### src/rtl/add4_operand_seq.sv
// Operand sequencer feeding an external ripple-carry adder: captures A, then B+cin,
// latches sum/cout. Optional running-sum mode selected by macro ACCUMULATE_EN.
module add4_operand_seq #(
  parameter int WIDTH = 4
) (
  input  logic             clk,
  input  logic             reset,
  input  logic             step,
  input  logic [WIDTH-1:0] data_in,
  input  logic             cin_in,
  output logic [WIDTH-1:0] add_a,
  output logic [WIDTH-1:0] add_b,
  output logic             add_cin,
  input  logic [WIDTH-1:0] add_sum,
  input  logic             add_cout,
  output logic [WIDTH-1:0] result,
  output logic             carry,
  output logic             result_valid,
  output logic             ovf,
  output logic [1:0]       state_o
);

  typedef enum logic [1:0] {
    S_A    = 2'd0,
    S_B    = 2'd1,
    S_ADD  = 2'd2,
    S_SHOW = 2'd3
  } state_t;

  state_t           st, st_nx;
  logic             step_q, rise;
  logic [WIDTH-1:0] a_nx, b_nx, res_nx;
  logic             cin_nx, carry_nx, vld_nx;

  assign rise    = step & ~step_q;
  assign state_o = st;

  // step_q follows the button even during reset, so a button held across
  // reset release is not seen as a fresh press.
  always_ff @(posedge clk) begin
    step_q <= step;
    if (reset) begin
      st           <= S_A;
      add_a        <= '0;
      add_b        <= '0;
      add_cin      <= 1'b0;
      result       <= '0;
      carry        <= 1'b0;
      result_valid <= 1'b0;
    end else begin
      st           <= st_nx;
      add_a        <= a_nx;
      add_b        <= b_nx;
      add_cin      <= cin_nx;
      result       <= res_nx;
      carry        <= carry_nx;
      result_valid <= vld_nx;
    end
  end

`ifdef ACCUMULATE_EN
  logic ovf_q;

  // Sticky: only reset clears it.
  always_ff @(posedge clk) begin
    if (reset)                     ovf_q <= 1'b0;
    else if (st == S_ADD && add_cout) ovf_q <= 1'b1;
  end

  assign ovf = ovf_q;
`else
  assign ovf = 1'b0;
`endif

  always_comb begin
    st_nx    = st;
    a_nx     = add_a;
    b_nx     = add_b;
    cin_nx   = add_cin;
    res_nx   = result;
    carry_nx = carry;
    vld_nx   = result_valid;
    unique case (st)
      S_A: if (rise) begin
        a_nx   = data_in;
        vld_nx = 1'b0;
        st_nx  = S_B;
      end
      S_B: if (rise) begin
        b_nx   = data_in;
        cin_nx = cin_in;
        st_nx  = S_ADD;
      end
      // Operands are already registered, so the adder has had a full cycle to settle.
      S_ADD: begin
        res_nx   = add_sum;
        carry_nx = add_cout;
        vld_nx   = 1'b1;
        st_nx    = S_SHOW;
      end
      S_SHOW: if (rise) begin
        vld_nx = 1'b0;
`ifdef ACCUMULATE_EN
        a_nx   = result;
        st_nx  = S_B;
`else
        st_nx  = S_A;
`endif
      end
      default: st_nx = S_A;
    endcase
  end

endmodule

### config.mk
export PLATFORM = sky130hd
export DESIGN_NAME = add4_operand_seq
export DESIGN_NICKNAME = d
export VERILOG_FILES = /design/src/rtl/add4_operand_seq.sv
export SDC_FILE = /design/constraint.sdc
export NUM_CORES = 1
export LEC_CHECK = 0
export CORE_ASPECT_RATIO = 1.1
export CORE_MARGIN = 5
export CORE_UTILIZATION = 37
export DETAILED_ROUTE_END_ITERATION = 7
export PLACE_DENSITY = 0.74
export SYNTH_ARGS = -nofsm -noshare
export SYNTH_HDL_FRONTEND = slang
export SYNTH_SLANG_ARGS = --single-unit
### constraint.sdc
create_clock -name clk -period 1.3 [get_ports clk]
set_input_delay 0.13 -clock clk [delete_from_list [all_inputs] [get_ports clk]]
set_output_delay 0.13 -clock clk [all_outputs]
set_load 0.01 [all_outputs]
## Word level (Yosys, flattened, before mapping)

Index checks and enable logic that the tools add are counted.

| cells by class | value |
|---|---|
| equality and inequality tests | 7 |
| muxes and demuxes | 6 |
| bitwise gates (word level) | 2 |
| reductions and logical operators | 7 |

Operator list:

| cell | count |
|---|---|
| case mux 2 bit (4 select lines) | 1 |
| two-way mux 2 bit | 3 |
| != test 2 bit (second input constant) | 3 |
| AND reduction 2 bit | 3 |
| == test 2 bit (second input constant) | 2 |
| AND reduction 3 bit | 1 |
| == test 2 x 1 -> 1 bit (second input constant) | 1 |
| zero test 2 bit | 1 |
| != test 2 x 1 -> 1 bit (second input constant) | 1 |
| case mux 1 bit (2 select lines) | 1 |
| nonzero test 2 bit | 1 |
| OR reduction 2 bit | 1 |
| bitwise AND 1 bit | 1 |
| two-way mux 1 bit | 1 |
| inverter 1 bit | 1 |

| word-level totals | value |
|---|---|
| flip-flop bits (word level) | 18 |
| input port bits | 13 |
| output and inout port bits | 18 |
| logic and storage cells | 30 |

## Depth between registers and ports, before layout

| depth | value |
|---|---|
| depth after elaboration | 4 |
| depth in mapped cells | 6 |

## Worst setup path after synthesis

Ideal clock, no wire load.

| timing | value |
|---|---|
| path type | reg2reg |
| start point | register st[0], in the netlist state_o[0] |
| end point | register st[0], in the netlist state_o[0] |
| arrival time | 1,232 ps |
| slack | -54 ps |
| stages on the path, launching flop included | 6 |
| buffers on the path | 0 |
| period minus slack after synthesis | 1,354 ps |
| cells stage by stage | dfxtp_1 inv_1 ha_1 nor3_2 o21ai_0 nor3b_2 |

| on the way | value |
|---|---|
| word-level cells in the longest chain between the ends | 3 |
| elaborated cells between the ends (all ways) | 9 |
| classes of those cells | eq/ne (6); mux (1); reduce/logical (2) |

Ends and longest elaborated chain:

| what | line | text |
|---|---|---|
| from (decl) | 30 | `state_t st, st_nx;` |
| from (signal assigned) | 51 | `st <= st_nx;` |
| == test 2 x 1 -> 1 bit (tied with other cells) | 83 | `unique case (st)` |
| != test 2 bit (no source line) | - |  |
| AND reduction 3 bit (no source line) | - |  |

Parallel ways exist; a longest one is shown, timed or not.
A chain may end at the register's enable or synchronous reset.

## Worst setup path after layout

Ends and elaborated chain as after synthesis.

==> report_table.html <==
<table>
<tr><th>Metric</th><th>Value</th></tr>
<tr><th colspan="2">Critical path</th></tr>
<tr><td>Slowest stage cell, crit path</td><td>sky130_fd_sc_hd__dfxtp_4</td></tr>
<tr><td>Maximum fanout along the worst path</td><td>4</td></tr>
<tr><td>Critical Path RT</td><td>1.49 ns</td></tr>
<tr><td>Worst setup SP type</td><td>flip-flop</td></tr>
<tr><td>Combined buffer and inverter count along the critical path</td><td>1</td></tr>
<tr><td>Setup Crit Path Kind</td><td>reg -&gt; reg</td></tr>
<tr><td>Number of cells on the worst reg-to-reg path</td><td>5</td></tr>
<tr><td>Cell chain of the critical path</td><td>buf_4 &gt; ha_2 &gt; nor3_4 &gt; o21ai_0 &gt; nor3b_2</td></tr>
<tr><td>Family of cells with the greatest summed delay on the critical path</td><td>flip-flops</td></tr>
<tr><td>Critical R2R Capture</td><td>state_o[0]</td></tr>
<tr><td>Critical Path Source</td><td>state_o[0]</td></tr>
<tr><td>Kind of end point of the critical path</td><td>flip-flop</td></tr>
<tr><td>Largest stage delay, worst path</td><td>around 0.37 ns</td></tr>
<tr><td>Minimum setup slack among reg-to-reg paths</td><td>0.09 ns</td></tr>
<tr><td>Data arrival time at the worst-slack endpoint</td><td>1.40 ns</td></tr>
<tr><td>Startpoint of the worst register-to-register path</td><td>state_o[0]</td></tr>
<tr><th colspan="2">Status</th></tr>
<tr><td>Result of the run</td><td>complete, no violations</td></tr>
<tr><th colspan="2">Synth</th></tr>
<tr><td>Net count after synthesis</td><td>98</td></tr>
<tr><td>Flops &amp; latches, synth</td><td>18</td></tr>
<tr><td>Cell types with the largest area share after synthesis</td><td>sky130_fd_sc_hd__dfxtp_1 (48%), sky130_fd_sc_hd__a21oi_1 (6.7%), sky130_fd_sc_hd__ha_1 (6.7%), sky130_fd_sc_hd__mux2i_1 (6.7%), sky130_fd_sc_hd__nand3_1 (6.0%)</td></tr>
<tr><td>Area fraction of the dominant cell type after synthesis</td><td>0.481</td></tr>
<tr><td>Count of distinct cell types in the synthesized netlist</td><td>21</td></tr>
<tr><td>Summed instance area of the synthesized netlist</td><td>749 sq um</td></tr>
<tr><td>Cell accounting for the most synthesized area</td><td>sky130_fd_sc_hd__dfxtp_1</td></tr>
<tr><td>Number of warnings reported in the yosys synthesis log</td><td>0</td></tr>
<tr><td>Number of instances in the synthesized netlist</td><td>81</td></tr>
<tr><td>Share of synthesized area occupied by flip-flops and latches</td><td>0.481</td></tr>
<tr><td>Syn avg cell area</td><td>9.25 sq um</td></tr>
<tr><th colspan="2">Pwr</th></tr>
<tr><td>Leakage</td><td>0.486 nW</td></tr>
<tr><td>PD cells</td><td>1660 nW/um^2</td></tr>
<tr><td>Worst supply voltage drop on vdd</td><td>0.00114 V</td></tr>
<tr><td>Overall power after layout</td><td>~1.9 mW</td></tr>
<tr><th colspan="2">Floorplan</th></tr>
<tr><td>Top Ports</td><td>31</td></tr>
<tr><td>Area enclosed by the die boundary</td><td>3030 sq um</td></tr>
<tr><td>Vertical die dimension</td><td>57.2 um</td></tr>
<tr><td>Site Rows</td><td>17</td></tr>
<tr><td>Initial standard-cell utilization of the core</td><td>0.379</td></tr>
<tr><td>Core area</td><td>1980 sq um</td></tr>
<tr><td>Chip Width</td><td>approximately 53 um</td></tr>
<tr><th colspan="2">Cells and area</th></tr>
<tr><td>Synthesis-to-finish area growth</td><td>50.8%</td></tr>
<tr><td>Register area</td><td>365 sq um</td></tr>
<tr><td>Area taken by multi-input logic gates</td><td>372 sq um</td></tr>
<tr><td>Final-layout fill cell count</td><td>189</td></tr>
<tr><td>Fraction of layout cells with a size suffix above 1</td><td>0.157</td></tr>
<tr><td>Final antenna diode count</td><td>0</td></tr>
<tr><td>Total number of nets in the final design</td><td>around 130</td></tr>
<tr><th colspan="2">STA</th></tr>
<tr><td>Tmin final</td><td>~1.2 ns</td></tr>
<tr><td>Number of setup violations in the final report</td><td>0</td></tr>
<tr><td>Number of pins with negative max-slew slack in the final report</td><td>0</td></tr>
<tr><td>Final Cycle Share</td><td>0.927</td></tr>
<tr><td>Final setup skew</td><td>~0.0028 ns</td></tr>
<tr><td>Unrepaired setup endpoints after global routing</td><td>no</td></tr>
<tr><td>Highest clock rate</td><td>829 MHz</td></tr>
<tr><td>Worst hold slack across all endpoints</td><td>0.397 ns</td></tr>
<tr><td>Hold violation count in the final report</td><td>0</td></tr>
<tr><th colspan="2">Clocking</th></tr>
<tr><td>CTS Hold Buffers Added</td><td>0</td></tr>
<tr><td>Root Driver</td><td>sky130_fd_sc_hd__clkbuf_4</td></tr>
<tr><td>Number of buffers created by CTS</td><td>3</td></tr>
<tr><td>Max clock buf depth</td><td>2</td></tr>
<tr><td>Register clock-pin slew on the reported worst setup and hold paths</td><td>about 0.10 ns</td></tr>
<tr><td>CTS tree</td><td>done</td></tr>
<tr><td>Clock latency on the worst-skew pair</td><td>0.29 ns</td></tr>
<tr><td>Clock tree sinks</td><td>18</td></tr>
<tr><td>Number of H-tree branching levels</td><td>1</td></tr>
<tr><th colspan="2">Routing</th></tr>
<tr><td>Remaining routing DRC violations</td><td>0</td></tr>
<tr><td>Routed WL</td><td>1710 um</td></tr>
<tr><td>Iter 0 DRT Violations</td><td>2</td></tr>
<tr><td>1st-pass router iterations</td><td>4</td></tr>
<tr><td>Number of nets with antenna violations after detailed routing</td><td>0</td></tr>
<tr><td>Routed length per instance</td><td>~12 um</td></tr>
<tr><td>Via count</td><td>668</td></tr>
<tr><td>DR vias/cell</td><td>4.67</td></tr>
<tr><th colspan="2">GRT</th></tr>
<tr><td>Pin count of the biggest net entering global routing</td><td>15</td></tr>
<tr><td>Antenna violations before repair</td><td>0</td></tr>
<tr><td>First-pass GRT wire length</td><td>2840 um</td></tr>
<tr><td>Total global-route track usage</td><td>0.123</td></tr>
<tr><td>Vias in the first global route</td><td>689</td></tr>
<tr><td>Total gr overflow</td><td>0</td></tr>
<tr><th colspan="2">Place</th></tr>
<tr><td>Number of I/O port buffers</td><td>29</td></tr>
<tr><td>Detailed-placement wirelength estimate</td><td>1310 um</td></tr>
<tr><td>Final weighted congestion in routability-driven placement</td><td>0.713</td></tr>
<tr><th colspan="2">Worst hold path</th></tr>
<tr><td>Hold Crit Start</td><td>cin_in</td></tr>
<tr><td>Worst min-delay path class</td><td>in -&gt; reg</td></tr>
<tr><td>Hold Path Stages</td><td>3</td></tr>
<tr><td>Worst hold path endpoint</td><td>add_cin</td></tr>
<tr><th colspan="2">Run</th></tr>
<tr><td>Max_cap viols</td><td>0</td></tr>
</table>
registers in the layout, summed over array words and instances (netlist names):
register,count
add_cin,1
carry,1
result,4
add_a,4
step_q,1
state_o,2
add_b,4
result_valid,1
per-layer routing:
| layer | up-vias | share of wire | global-route usage |
|---|---|---|---|
| met4 | 0 | 0.023 | 0.0657 |
| met5 | - | 0 | 0 |
| li1 | 340 | - | - |
| met3 | 5 | 0.089 | 0.0470 |
| met2 | 25 | 0.48 | 0.190 |
| met1 | 298 | 0.41 | 0.146 |
what timing repair did:
action | 4_1_cts | 5_1_grt
buffers inserted | 0 | 1
pin swaps | 0 | 1
setup endpoints to repair | 17 | 2
resized for setup | 17 | 6
through the flow:
stage,setup TNS [ns],setup WS (ns),instances,instance area [sq um],utilization
after global routing,0,0.00606,143,1130,0.571
final,0,0.0944,143,1130,0.571
after global placement,0,0.0127,138,1080,0.547
after CTS,0,0.00649,142,1100,0.555
after floorplan,0,0.0381,81,753,-
after detailed placement,-0.0168,-0.0168,138,1080,0.547
worst min-delay path, stage by stage:
cell and delay, ns:
sky130_fd_sc_hd__clkdlybuf4s50_1 0.40, sky130_fd_sc_hd__nand3_1 0.06, sky130_fd_sc_hd__a21oi_1 0.06
worst max-delay path by stage:
stage                       endpoint  cells after the start
final                     state_o[0]                      5
after detailed placement  state_o[0]                      4
after global routing      state_o[0]                      5
after global placement    state_o[0]                      4
after floorplan           state_o[0]                      5
after CTS                 state_o[0]                      5
cell usage after synthesis (all sizes together):
cell	number
dfxtp	18
a21oi	10
nand2	9
nand3	9
nor2	6
buf	5
mux2i	5
ha	4
o21ai	3
inv	2
nand3b	2
nor2b	2
nor3	2
conb	1
nand2b	1
nor3b	1
o41ai	1
layout make-up:
type                       count  share of cell area
multi-input combinational     56               0.329
sequential                    18               0.323
timing repair buffer          35               0.278
clock buffer                   4              0.0321
tap                           28              0.0310
inverter                       2             0.00664
placed cells by master (no fill, tap or decap), drive strengths merged, types with 2 or more instances in the layout:
| cell type | netlist | routed |
|---|---|---|
| dfxtp | 18 | 18 |
| dlygate4sd2 | 0 | 17 |
| clkdlybuf4s50 | 0 | 12 |
| a21oi | 10 | 10 |
| nand3 | 9 | 9 |
| nand2 | 9 | 9 |
| nor2 | 6 | 6 |
| buf | 5 | 6 |
| mux2i | 5 | 5 |
| clkbuf | 0 | 4 |
| ha | 4 | 4 |
| o21ai | 3 | 3 |
| inv | 2 | 2 |
| nand3b | 2 | 2 |
| nor2b | 2 | 2 |
| nor3 | 2 | 2 |
report_power, final:
group          leakage, nW  switching, mW  internal (mW)
Sequential           0.148         0.0607          0.653
Clock               0.0210          0.172          0.171
Combinational        0.318          0.397          0.425
Total                0.486          0.629           1.25
cell families after synthesis:
kind of cell,Yosys count,share of synthesized area
muxes,5,0.0668
other,1,0.00500
and+or+nand+nor,32,0.227
AOI/OAI and AO/OA,14,0.0985
buffers and inverters,7,0.0551
DFF,18,0.481
adders and majority gates,4,0.0668
No activity file was read; power rests on OpenSTA's default activity.
